==> config.mk <==
export PLATFORM = sky130hd
export DESIGN_NAME = uart_rx_cmd_decoder
export DESIGN_NICKNAME = d
export VERILOG_FILES = /design/src/rtl/uart_rx_cmd_decoder.sv
export SDC_FILE = /design/constraint.sdc
export NUM_CORES = 1
export LEC_CHECK = 0
export CAP_MARGIN = 20
export CORE_MARGIN = 1
export CORE_UTILIZATION = 50
export DETAILED_ROUTE_END_ITERATION = 7
export HOLD_SLACK_MARGIN = 0.1
export PLACE_DENSITY = 0.79
export SLEW_MARGIN = 20
export SYNTH_ARGS = -nofsm -noshare
export SYNTH_HDL_FRONTEND = slang
export SYNTH_SLANG_ARGS = --single-unit
==> constraint.sdc <==
create_clock -name CLK -period 3.4 [get_ports CLK]
set_clock_uncertainty 0.15 [all_clocks]
set_input_delay 0.51 -clock CLK [delete_from_list [all_inputs] [get_ports CLK]]
set_output_delay 0.51 -clock CLK [all_outputs]
set_load 0.02 [all_outputs]
==> src/rtl/uart_rx_cmd_decoder.sv <==
// Byte-level command decoder behind the UART receiver: walks the write, read and ALU frames.
// It issues single-cycle register-file and ALU strobes. Bytes with parity or stop errors abort the frame.
module uart_rx_cmd_decoder #(
   parameter int unsigned           DATA_WIDTH  = 8,
   parameter int unsigned           ADDR_WIDTH  = 4,
   parameter int unsigned           FUN_WIDTH   = 4,
   parameter logic [DATA_WIDTH-1:0] CMD_WR      = 8'hAA,
   parameter logic [DATA_WIDTH-1:0] CMD_RD      = 8'hBB,
   parameter logic [DATA_WIDTH-1:0] CMD_ALU_OP  = 8'hCC,
   parameter logic [DATA_WIDTH-1:0] CMD_ALU_NOP = 8'hDD,
   parameter int unsigned           OPA_ADDR    = 0,
   parameter int unsigned           OPB_ADDR    = 1
) (
   input  logic                  CLK,
   input  logic                  RST,
   input  logic [DATA_WIDTH-1:0] RX_P_DATA,
   input  logic                  RX_D_VLD,
   input  logic                  RX_PAR_ERR,
   input  logic                  RX_STP_ERR,
   output logic                  WrEn,
   output logic                  RdEn,
   output logic [ADDR_WIDTH-1:0] Address,
   output logic [DATA_WIDTH-1:0] WrData,
   output logic                  ALU_EN,
   output logic [FUN_WIDTH-1:0]  ALU_FUN,
   output logic                  busy,
   output logic                  frm_err,
   output logic                  cmd_err
);

   typedef enum logic [2:0] {
      StIdle,
      StWrAddr,
      StWrData,
      StRdAddr,
      StAluA,
      StAluB,
      StAluFun
   } state_e;

   state_e                state_q, state_d;
   logic [ADDR_WIDTH-1:0] addr_lat_q, addr_lat_d;
   logic [ADDR_WIDTH-1:0] address_q, address_d;
   logic [DATA_WIDTH-1:0] wr_data_q, wr_data_d;
   logic [FUN_WIDTH-1:0]  alu_fun_q, alu_fun_d;
   logic                  wr_en_q, wr_en_d;
   logic                  rd_en_q, rd_en_d;
   logic                  alu_en_q, alu_en_d;
   logic                  busy_q, busy_d;
   logic                  frm_err_q, frm_err_d;
   logic                  cmd_err_q, cmd_err_d;
   logic                  byte_err;

   assign byte_err = RX_PAR_ERR | RX_STP_ERR;

   always_comb begin
      state_d    = state_q;
      addr_lat_d = addr_lat_q;
      address_d  = address_q;
      wr_data_d  = wr_data_q;
      alu_fun_d  = alu_fun_q;
      wr_en_d    = 1'b0;
      rd_en_d    = 1'b0;
      alu_en_d   = 1'b0;
      frm_err_d  = 1'b0;
      cmd_err_d  = 1'b0;

      if (RX_D_VLD && byte_err) begin
         // Partial frames are dropped as-is; operands already written stay written.
         frm_err_d = 1'b1;
         state_d   = StIdle;
      end else if (RX_D_VLD) begin
         unique case (state_q)
            StIdle: begin
               if (RX_P_DATA == CMD_WR) begin
                  state_d = StWrAddr;
               end else if (RX_P_DATA == CMD_RD) begin
                  state_d = StRdAddr;
               end else if (RX_P_DATA == CMD_ALU_OP) begin
                  state_d = StAluA;
               end else if (RX_P_DATA == CMD_ALU_NOP) begin
                  state_d = StAluFun;
               end else begin
                  cmd_err_d = 1'b1;
               end
            end
            StWrAddr: begin
               addr_lat_d = RX_P_DATA[ADDR_WIDTH-1:0];
               state_d    = StWrData;
            end
            StWrData: begin
               wr_en_d   = 1'b1;
               address_d = addr_lat_q;
               wr_data_d = RX_P_DATA;
               state_d   = StIdle;
            end
            StRdAddr: begin
               rd_en_d   = 1'b1;
               address_d = RX_P_DATA[ADDR_WIDTH-1:0];
               state_d   = StIdle;
            end
            StAluA: begin
               wr_en_d   = 1'b1;
               address_d = ADDR_WIDTH'(OPA_ADDR);
               wr_data_d = RX_P_DATA;
               state_d   = StAluB;
            end
            StAluB: begin
               wr_en_d   = 1'b1;
               address_d = ADDR_WIDTH'(OPB_ADDR);
               wr_data_d = RX_P_DATA;
               state_d   = StAluFun;
            end
            StAluFun: begin
               alu_en_d  = 1'b1;
               alu_fun_d = RX_P_DATA[FUN_WIDTH-1:0];
               state_d   = StIdle;
            end
            default: state_d = StIdle;
         endcase
      end

      // Registered from next state so busy drops together with the final strobe.
      busy_d = (state_d != StIdle);
   end

   always_ff @(posedge CLK or posedge RST) begin
      if (RST) begin
         state_q    <= StIdle;
         addr_lat_q <= '0;
         address_q  <= '0;
         wr_data_q  <= '0;
         alu_fun_q  <= '0;
         wr_en_q    <= 1'b0;
         rd_en_q    <= 1'b0;
         alu_en_q   <= 1'b0;
         busy_q     <= 1'b0;
         frm_err_q  <= 1'b0;
         cmd_err_q  <= 1'b0;
      end else begin
         state_q    <= state_d;
         addr_lat_q <= addr_lat_d;
         address_q  <= address_d;
         wr_data_q  <= wr_data_d;
         alu_fun_q  <= alu_fun_d;
         wr_en_q    <= wr_en_d;
         rd_en_q    <= rd_en_d;
         alu_en_q   <= alu_en_d;
         busy_q     <= busy_d;
         frm_err_q  <= frm_err_d;
         cmd_err_q  <= cmd_err_d;
      end
   end

   assign WrEn    = wr_en_q;
   assign RdEn    = rd_en_q;
   assign Address = address_q;
   assign WrData  = wr_data_q;
   assign ALU_EN  = alu_en_q;
   assign ALU_FUN = alu_fun_q;
   assign busy    = busy_q;
   assign frm_err = frm_err_q;
   assign cmd_err = cmd_err_q;

endmodule

# Word-level counts from Yosys, hierarchy flattened
# Index checks and enable logic that the tools add are counted.
word_totals:
  elab_cells: 57
  ram_bits: 0
  latch_bits: 0
  in_bits: 13
  out_inout_bits: 22
  memories: 0
  rom_bits: 0
  regBits: 29
op_classes:
  n_bitwise: 2
  n_shift: 0
  eq_ne: 10
  multipliers: 0
  div_mod_pow: 0
  n_mux: 25
  magnitude_cmp: 0
  n_addsub: 0
  n_reduce_logical: 9
ops:
  columns: ["operator", "count"]
  rows:
  - ["8-bit equality test (second input constant)", 4]
  - ["3-bit two-way mux", 6]
  - ["1-bit two-way mux", 17]
  - ["4-bit case mux with 4 select lines", 1]
  - ["3-bit case mux with 4 select lines", 1]
  - ["3-bit AND reduction", 4]
  - ["3-bit equality test (second input constant)", 3]
  - ["3-bit by 2-bit equality test with 1-bit output (second input constant)", 2]
  - ["4-bit nonzero test", 1]
  - ["3-bit by 1-bit equality test with 1-bit output (second input constant)", 1]
  - ["3-bit logical NOT", 1]
  - ["3-bit nonzero test", 1]
  - ["3-bit OR reduction", 1]
  - ["1-bit logical AND", 1]
  - ["1-bit NOT", 1]
  - ["1-bit OR", 1]

# Depth between registers and ports, before layout
# Gate-level depths: netlist (run 1).
logic_depth:
  depth_word: 9
  mapped_depth: 5
  depth_no_buf: 4

# Worst setup path after synthesis (run 1)
# Ideal clock, no wire load.
synth_path:
  path_kind: "input-to-reg"
  startpoint: "in RX_STP_ERR"
  endpoint: "reg addr_lat_q[0]"
  setup_time_ns: 0.125
  path_stages: 4
  setup_slack_ns: 1.583
  arrival_ns: 1.542
  t_required_ns: 3.125
  path_buffers: 0
  path_cell_list: "or4b_4 nor2_4 nand2_4 mux2_4"
synth_between:
  elab_chain_len: 4
synth_lines:
  columns: ["element", "line_no", "rtl"]
  rows:
  - ["from (decl)", "19", "input logic RX_STP_ERR,"]
  - ["1-bit OR", "54", "assign byte_err = RX_PAR_ERR | RX_STP_ERR;"]
  - ["1-bit logical AND", "68", "if (RX_D_VLD && byte_err) begin"]
  - ["1-bit NOT (no line)", null, null]
  - ["3-bit AND reduction (no line)", null, null]
  - ["to (signal assigned)", "142", "addr_lat_q <= addr_lat_d;"]
  - ["to (decl)", "42", "logic [ADDR_WIDTH-1:0] addr_lat_q, addr_lat_d;"]
# Every way passes these cells.
# A chain may end at the register's enable or synchronous reset.

# Worst setup path in the final report (run 1)
layout_path:
  startpoint: "in RX_D_VLD"
  endpoint: "reg wr_data_q[7] (netlist: WrData[7])"
layout_between:
  elab_chain_len: 3
layout_lines:
  columns: ["element", "line_no", "rtl"]
  rows:
  - ["from (decl)", "17", "input logic RX_D_VLD,"]
  - ["1-bit logical AND", "68", null]
  - ["1-bit NOT (no line)", null, null]
  - ["3-bit AND reduction (no line) (*)", null, null]
  - ["to (signal assigned)", "144", "wr_data_q <= wr_data_d;"]
  - ["to (decl)", "44", "logic [DATA_WIDTH-1:0] wr_data_q, wr_data_d;"]
# Mark *: on every way between the ends. The rest lies on a longest branch, timed or not.

==> results.toml, run 1 <==
[sta]
fmaxAchievable_ghz = 0.4661
setup_total_negative_slack_ns = 0
grt_setup_unrepaired = "false"
setup_viol_count_final = 0
fin_hold_ws_ns = 0.3364
final-max-slew-violation-count = 0
final.min_clock_period_ns = 2.146
post-route-period-util = 0.6311
timing.final.hold_violations = 0
worst_slew_pin_slew_ns = 0.5802
maxSlewHeadroom = 0.6127

[drt]
dr_pass1_iterations = 4
postRouteAntennaNets = 0
detail_route.wirelength_um = 2488
routedWlPerCell_um = 14.06
routed_vias = 961
detail_route.iter0.violations = 21
via_per_instance_ratio = 5.429
drc = 0

[logic_synthesis]
netlist_area_sq_um = 1296
synthMostInstantiatedCell = "sky130_fd_sc_hd__dfrtp_1"
synth_top_cell_area_share = 0.5598
synth_top_cell_by_area = "sky130_fd_sc_hd__dfrtp_1"
synth.lib_cells_used.distinct = 33
synth_area_per_cell_sq_um = 12.11
synthesis.yosys.warnings = 0
synth_seq_area_share = 0.5598
proportion_of_register_bits_with_asynchronous_set_or_reset_after_synthesis = 1.000
synthFlopType = "sky130_fd_sc_hd__dfrtp_1"
postSynthRegisterBits = 29
post_synth_main_area_contributors = "sky130_fd_sc_hd__dfrtp_1, sky130_fd_sc_hd__mux2_1, sky130_fd_sc_hd__mux2_4"
post_synth_most_frequent_cells = "sky130_fd_sc_hd__dfrtp_1, sky130_fd_sc_hd__mux2_1, sky130_fd_sc_hd__nand2_1"
synthesis.instances = 107
synth_fp_nets = 120
synth-edff-count = 0

[critical_path]
worstRegToRegCells = 4
ff2ff_setup_slack_ns = 1.54
worst-setup-path-type = "in2reg"
crit_path_end_kind = "flip-flop"
crit_fanout = 9
worstSetupStartpointType = "input port"
worst-endpoint-arrival_ns = 2.18
critical_path_required_ns = 3.44

[layout]
area_growth_syn_to_layout_pct = 31.95
antenna_diode_instance_count = 0
finish.net_count = 159
fin_cells = 177
drive_gt1_frac = 0.1156

[job]
timing.max_cap.violations = 0

[power_and_ir_drop]
power_leakage_nw = 0.7929
max-vdd-ir-drop_mv = 0.3146
power_per_cell_area_nw_per_um2 = 376.3
report.power.total_w = 0.0006437

[floorplanning]
floorplan.die.height_um = 52.92
floorplan.core_area_sq_um = 2455
num_io_pins = 35
floorplan.rows = 18
initial_utilization = 0.5280
die_area_sq_um = 2800
dieWidth_um = 52.92

[placed_design]
io_buffer_count = 34
gpl.final_weighted_congestion = 0.8324
dpl.cell_count = 169
detailed_place_hpwl_um = 1867

[global_route]
grt_first_pass_wirelength_um = 3988
grt_pass1_vias = 934
total_gr_overflow = 0
maximum_number_of_pins_on_one_net_before_global_route_repair = 30
grt_antenna_before_repair = 0
grt_util_all_layers = 0.2040

[clock_tree]
number_of_buffers_added_for_setup_after_cts = 0
cts-buffers-inserted = 5
cts_buffer_depth = 2
resize_count_post_cts = 0
cts_max_level = 2
cts_tree = "yes"
cts_hold_repair.buffers = 0
insertion_delay_to_the_later_sink_of_the_worst_skew_pair_ns = 0.31
path_clk_slew_ns = 0.09
cts.root.buffer_cell = "sky130_fd_sc_hd__clkbuf_4"
sink_count = 29

[worst_hold_path]
hold_class = "reg2reg"
worstHoldPathCells = 2

[status]
status = "finished clean"
[stage by stage]
step / instance area (sq um) / util / worst slack, ns
after global routing: 1710 / 0.6967 / 1.170
final: 1710 / 0.6967 / 1.254
after CTS: 1710 / 0.6967 / 1.268
after detailed placement: 1662 / 0.6769 / 0.9333
after floorplan: 1296 / - / 1.583
after global placement: 1662 / 0.6769 / 1.010
[critical path, stage by stage]
cell and delay, ns:
sky130_fd_sc_hd__clkdlybuf4s50_1 0.60, sky130_fd_sc_hd__nor3b_1 0.33, sky130_fd_sc_hd__nand2_1 0.33, sky130_fd_sc_hd__mux2_1 0.41
[cell type report]
type,count,area [sq um]
clock buffers,8,48.80
fillers,189,744.5
inverters,7,26.28
multi-input cells,69,531.8
flip-flops and latches,29,725.7
well taps,30,37.54
repair buffers,34,340.3
[state kept, by name, summed over array words and instances (netlist names)]
register	count
WrEn	1
frm_err	1
RdEn	1
Address	4
cmd_err	1
busy	1
ALU_EN	1
ALU_FUN	4
state_q	3
addr_lat_q	4
WrData	8
[metal layers]
layer,part of all wire,up-vias,routed length [um],GRT usage
met5,0,-,0,0
met4,0.011,0,27,0.07895
met3,0.051,5,128,0.06034
met2,0.50,27,1233,0.3376
met1,0.44,469,1099,0.2481
li1,-,460,-,-
[power by group]
part,leakage [nW],internal [W],switching [W],total (W)
Clock,0.0265,0.0000823,0.000105,0.000187
Combinational,0.368,0.0000464,0.0000447,0.0000911
Sequential,0.398,0.000358,0.00000725,0.000366
[worst paths after layout]
kind	endpoint	start
hold / removal	Address[0]$_DFFE_PP0P_	Address[0]$_DFFE_PP0P_
max in group asynchronous	WrData[2]$_DFFE_PP0P_	RST
min in group asynchronous	ALU_EN$_DFF_PP0_	RST
hold reg to reg	Address[0]$_DFFE_PP0P_	Address[0]$_DFFE_PP0P_
setup reg to reg	WrData[7]$_DFFE_PP0P_	state_q[2]$_DFF_PP0_
setup / recovery	WrData[7]$_DFFE_PP0P_	RX_D_VLD
[kinds of logic (layout without fill, tap and decap cells)]
kind of cell | after synthesis | count (layout) | share of synthesized area
simple gates | 34 | 34 | 0.1593
buf+inv | 9 | 49 | 0.02992
compound gates | 18 | 18 | 0.09362
xor+xnor | 1 | 1 | 0.006758
mux | 16 | 16 | 0.1506
flops | 29 | 29 | 0.5598
[cell usage in the layout (no fill, tap or decap), drive strengths merged, types with 2 or more instances in the layout]
cell type      synthesis  routed
dfrtp                 29      29
nor2                   8       8
clkdlybuf4s50          0      34
clkbuf                 0       8
o211ai                 2       2
nand2                 11      11
mux2                  16      16
nor4bb                 2       2
nand2b                 2       2
a31oi                  4       4
o21ai                  5       5
inv                    7       7
o221ai                 2       2
nor2b                  2       2
(Power assumes the default switching activity.)
==> inputs of run 2 (changes only) <==
--- a/config.mk
+++ b/config.mk
@@ -7,10 +7,10 @@
 export LEC_CHECK = 0
 export CAP_MARGIN = 20
 export CORE_MARGIN = 1
-export CORE_UTILIZATION = 50
+export CORE_UTILIZATION = 47
 export DETAILED_ROUTE_END_ITERATION = 7
 export HOLD_SLACK_MARGIN = 0.1
-export PLACE_DENSITY = 0.79
+export PLACE_DENSITY = 0.75
 export SLEW_MARGIN = 20
 export SYNTH_ARGS = -nofsm -noshare
 export SYNTH_HDL_FRONTEND = slang
==> constraint.sdc (replaced) <==
create_clock -name CLK -period 2 [get_ports CLK]
set_clock_uncertainty 0.15 [all_clocks]
set_input_delay 0.3 -clock CLK [delete_from_list [all_inputs] [get_ports CLK]]
set_output_delay 0.3 -clock CLK [all_outputs]
set_load 0.02 [all_outputs]
==> results.toml, run 2 (synthesis results as in run 1) <==
[sta]
grt_setup_unrepaired = "false"
fmaxAchievable_ghz = 0.5539
post-route-period-util = 0.9027
maxSlewHeadroom = 0.6206
worst_slew_pin_slew_ns = 0.5614
final.min_clock_period_ns = 1.805
fin_hold_ws_ns = 0.1870
setup_total_negative_slack_ns = 0
timing.final.hold_violations = 0
setup_viol_count_final = 0
final-max-slew-violation-count = 0

[placed_design]
detailed_place_hpwl_um = 1971
total_placed_instance_area_sq_um = 1767
io_buffer_count = 34
gpl.final_weighted_congestion = 0.8104

[critical_path]
crit_start = "state_q[1]$_DFF_PP0_"
critical_path_required_ns = 2.07
worst-setup-path-type = "reg2reg"
worstSetupStartpointType = "flip-flop"
worst-endpoint-arrival_ns = 1.88
crit_fanout = 10
max_stage_delay_on_crit_path_ns = 0.55
crit_slowest_cell = "sky130_fd_sc_hd__or4b_4"
crit_path_cell_trace = "or4b_4 -> nor2_4 -> nand2_4 -> mux2_4"
crit_path_end_kind = "flip-flop"
reg2reg_from = "state_q[1]$_DFF_PP0_"

[drt]
drc = 0
routed_vias = 983
detail_route.iter0.violations = 17
via_per_instance_ratio = 5.174
detail_route.wirelength_um = 2667
postRouteAntennaNets = 0
routedWlPerCell_um = 14.04
dr_pass1_iterations = 4

[layout]
largest_register_ff_count = 8
postLayoutCoreUtil = 0.7158
area_growth_syn_to_layout_pct = 40.54
antenna_diode_instance_count = 0
finish.net_count = 173
layout_commonest_cell = "sky130_fd_sc_hd__clkdlybuf4s50_1"
layout.cell_area.non_filler_sq_um = 1822
most-common-layout-cells = "sky130_fd_sc_hd__clkdlybuf4s50_1, sky130_fd_sc_hd__dfrtp_1, sky130_fd_sc_hd__buf_4, sky130_fd_sc_hd__mux2_1, sky130_fd_sc_hd__nand2_1"
drive_gt1_frac = 0.1938

[clock_tree]
number_of_buffers_added_for_setup_after_cts = 0
sink_count = 29
cts.root.buffer_cell = "sky130_fd_sc_hd__clkbuf_4"
cts_tree = "yes"
insertion_delay_to_the_later_sink_of_the_worst_skew_pair_ns = 0.32
resize_count_post_cts = 0
cts_max_level = 2
cts-buffers-inserted = 5
path_clk_slew_ns = 0.08
cts_buffer_depth = 2
cts_hold_repair.buffers = 0

[global_route]
grt_antenna_before_repair = 0
grt_first_pass_wirelength_um = 4353
grt_pass1_vias = 967
total_gr_overflow = 0
grt_util_all_layers = 0.2165
maximum_number_of_pins_on_one_net_before_global_route_repair = 30

[floorplanning]
floorplan.core_area_sq_um = 2545
floorplan.rows = 18
initial_utilization = 0.5093
floorplan.die.height_um = 54.52
die_area_sq_um = 2972
num_io_pins = 35
dieWidth_um = 54.52

[status]
status = "finished clean"

[worst_hold_path]
hold_class = "in2async"

[power_and_ir_drop]
max-vdd-ir-drop_mv = 0.5669
power_leakage_nw = 0.8652
power_per_cell_area_nw_per_um2 = 631.4

[job]
timing.max_cap.violations = 0
-- run 2: cell count changes in the layout (fill, tap and decap cells not counted) --
| cell | delta |
|---|---|
| sky130_fd_sc_hd__buf_4 | +14 |
| sky130_fd_sc_hd__clkbuf_1 | -2 |
| sky130_fd_sc_hd__clkbuf_8 | +1 |
| sky130_fd_sc_hd__inv_1 | +1 |
| sky130_fd_sc_hd__inv_2 | -1 |
-- run 2: layout make-up --
type	instances	area (sq um)
clock buffers	7	55.05
flip-flops and latches	29	725.7
well taps	30	37.54
multi-input cells	69	531.8
repair buffers	48	445.4
fillers	203	723.2
inverters	7	26.28
-- run 2: routing by layer --
layer  track usage  vias to the layer above  share of wire
met1        0.2772                      460           0.47
met5             0                        -              0
li1              -                      484              -
met4       0.07692                        0          0.016
met2        0.3272                       33           0.45
met3       0.08889                        6          0.058
-- run 2: where the power goes --
part	leakage [nW]	internal, W	switching [W]
logic	0.436	0.0000921	0.0000795
clock network	0.0314	0.000165	0.000192
registers	0.398	0.000609	0.0000123
total	0.865	0.000867	0.000284
-- run 2: final timing paths --
check                           slack, ns  cells past startpoint                        end
worst max-delay path                 0.19                      4  addr_lat_q[2]$_DFFE_PP0P_
worst min-delay path                 0.19                      3     Address[2]$_DFFE_PP0P_
worst max register to register       0.19                      4  addr_lat_q[2]$_DFFE_PP0P_
worst min register to register       0.34                      2     Address[0]$_DFFE_PP0P_
max in group asynchronous            1.24                      3       state_q[0]$_DFF_PP0_
min in group CLK                     0.34                      2     Address[0]$_DFFE_PP0P_
-- run 2: critical path: cells and delay by family (launching register included) --
kind,cells,cell delay [ns]
mux,1,0.31
flops,1,0.48
simple gates,3,0.76
-- run 2: through the flow --
step	power (W)	std cells	setup WS [ns]
after floorplan	0.0007033	107	0.2469
after global placement	0.0008006	183	-0.06310
after CTS	0.001162	190	0.1917
final	0.001150	190	0.1946
after global routing	0.001197	190	0.05469
after detailed placement	0.0008062	183	-0.08600
==> inputs of run 3 (changes only) <==
==> constraint.sdc (replaced) <==
create_clock -name CLK -period 1.87 [get_ports CLK]
set_clock_uncertainty 0.15 [all_clocks]
set_input_delay 0.2805 -clock CLK [delete_from_list [all_inputs] [get_ports CLK]]
set_output_delay 0.2805 -clock CLK [all_outputs]
set_load 0.02 [all_outputs]
==> results.toml, run 3 (synthesis results as in run 1) <==
[power_and_ir_drop]
max-vdd-ir-drop_mv = 0.7265
power_leakage_nw = 0.8817
power_per_cell_area_nw_per_um2 = 690.8

[drt]
routed_vias = 1008
drc = 0
detail_route.iter0.violations = 15
via_per_instance_ratio = 5.250
dr_pass1_iterations = 4
detail_route.wirelength_um = 2619
postRouteAntennaNets = 0
routedWlPerCell_um = 13.64

[global_route]
grt_antenna_before_repair = 0
maximum_number_of_pins_on_one_net_before_global_route_repair = 30
grt_util_all_layers = 0.2163
grt_pass1_vias = 986
total_gr_overflow = 0
grt_first_pass_wirelength_um = 4229

[layout]
largest_register_ff_count = 8
multi_input_comb_area_sq_um = 538.0
most-common-layout-cells = "sky130_fd_sc_hd__clkdlybuf4s50_1, sky130_fd_sc_hd__dfrtp_1, sky130_fd_sc_hd__buf_4, sky130_fd_sc_hd__mux2_1, sky130_fd_sc_hd__nand2_1"
n_fill_cell = 186
fin_cells = 192
drive_gt1_frac = 0.2160
layout_commonest_cell = "sky130_fd_sc_hd__clkdlybuf4s50_1"
register_area_sq_um = 725.7
area_growth_syn_to_layout_pct = 42.76
finish.net_count = 174
layout.cell_area.non_filler_sq_um = 1851
antenna_diode_instance_count = 0

[clock_tree]
resize_count_post_cts = 0
insertion_delay_to_the_later_sink_of_the_worst_skew_pair_ns = 0.33
cts-buffers-inserted = 5
path_clk_slew_ns = 0.09
sink_count = 29
cts_max_level = 2
cts_buffer_depth = 2
cts_tree = "yes"
number_of_buffers_added_for_setup_after_cts = 0
cts.root.buffer_cell = "sky130_fd_sc_hd__clkbuf_4"
cts_hold_repair.buffers = 0

[floorplanning]
floorplan.core_area_sq_um = 2545
dieWidth_um = 54.52
floorplan.die.height_um = 54.52
num_io_pins = 35
floorplan.rows = 18
die_area_sq_um = 2972
initial_utilization = 0.5093

[sta]
setup_total_negative_slack_ns = 0
maxSlewHeadroom = 0.6563
grt_setup_unrepaired = "false"
post-route-period-util = 0.9382
worst_slew_pin_slew_ns = 0.5086
final.min_clock_period_ns = 1.754
fmaxAchievable_ghz = 0.5700
timing.final.hold_violations = 0
setup_viol_count_final = 0
final-max-slew-violation-count = 0

[critical_path]
reg2reg_from = "state_q[1]$_DFF_PP0_"
worst-setup-path-type = "reg2reg"
worst-endpoint-arrival_ns = 1.82
ff2ff_setup_slack_ns = 0.12
critical_path_required_ns = 1.94
crit_path_end_kind = "flip-flop"
worstReg2RegEnd = "addr_lat_q[1]$_DFFE_PP0P_"
worstSetupStartpointType = "flip-flop"
crit_fanout = 6
worstRegToRegCells = 4

[status]
status = "finished clean"

[worst_hold_path]
hold_class = "in2async"

[placed_design]
io_buffer_count = 34
dpl.cell_count = 184
detailed_place_hpwl_um = 1989
total_placed_instance_area_sq_um = 1774
gpl.final_weighted_congestion = 0.8037

[job]
timing.max_cap.violations = 0
[run 3: cell types whose count changed in the layout (fill, tap and decap cells not counted), sizes merged]
cell	before	now
buf	14	15
clkinv	0	1
[run 3: per-layer routing]
layer,routed length (um),GRT usage
met5,0,0
met4,49,0.1282
met3,131,0.06667
met2,1189,0.3293
met1,1248,0.2682
[run 3: final cells by class]
cell class                 instances  share of cell area
sequential                        29              0.3922
multi-input combinational         69              0.2907
timing repair buffer              49              0.2448
clock buffer                       7             0.03516
tap                               30             0.02028
inverter                           7             0.01420
clock inverter                     1            0.002705
[run 3: critical path, cell delays in order (launching register included)]
cell	delay, ns
sky130_fd_sc_hd__dfrtp_1	0.45
sky130_fd_sc_hd__or4b_4	0.53
sky130_fd_sc_hd__nor2_4	0.13
sky130_fd_sc_hd__nand2_4	0.09
sky130_fd_sc_hd__mux2_4	0.31
[run 3: power by group]
part | internal [W] | total [W] | switching [W] | leakage [nW]
combinational | 0.0000982 | 0.000184 | 0.0000854 | 0.442
sequential | 0.000651 | 0.000664 | 0.0000126 | 0.398
clock | 0.000218 | 0.000431 | 0.000213 | 0.0413
total | 0.000967 | 0.00128 | 0.000311 | 0.882
[run 3: through the flow]
| step | total power [W] | util | setup WS, ns | hold slack, ns |
|---|---|---|---|---|
| final | 0.001278 | 0.7271 | 0.1156 | 0.1671 |
| after floorplan | 0.0007522 | - | 0.1169 | 0.2086 |
| after detailed placement | 0.0008606 | 0.6971 | -0.2200 | 0.3270 |
| after global routing | 0.001338 | 0.7271 | 0.04394 | 0.2182 |
| after global placement | 0.0008555 | 0.6971 | -0.1716 | 0.3159 |
| after CTS | 0.001296 | 0.7247 | 0.1103 | 0.1690 |
[run 3: worst max path at each step]
stage,startpoint,endpoint,cells past startpoint
4_1_cts,state_q[1]$_DFF_PP0_,addr_lat_q[1]$_DFFE_PP0P_,4
3_3_place_gp,RX_STP_ERR,addr_lat_q[2]$_DFFE_PP0P_,5
5_1_grt,RX_P_DATA[5],busy$_DFF_PP0_,5
3_5_place_dp,RX_STP_ERR,addr_lat_q[1]$_DFFE_PP0P_,5
2_1_floorplan,state_q[1]$_DFF_PP0_,addr_lat_q[0]$_DFFE_PP0P_,5
6_report,state_q[1]$_DFF_PP0_,addr_lat_q[1]$_DFFE_PP0P_,4
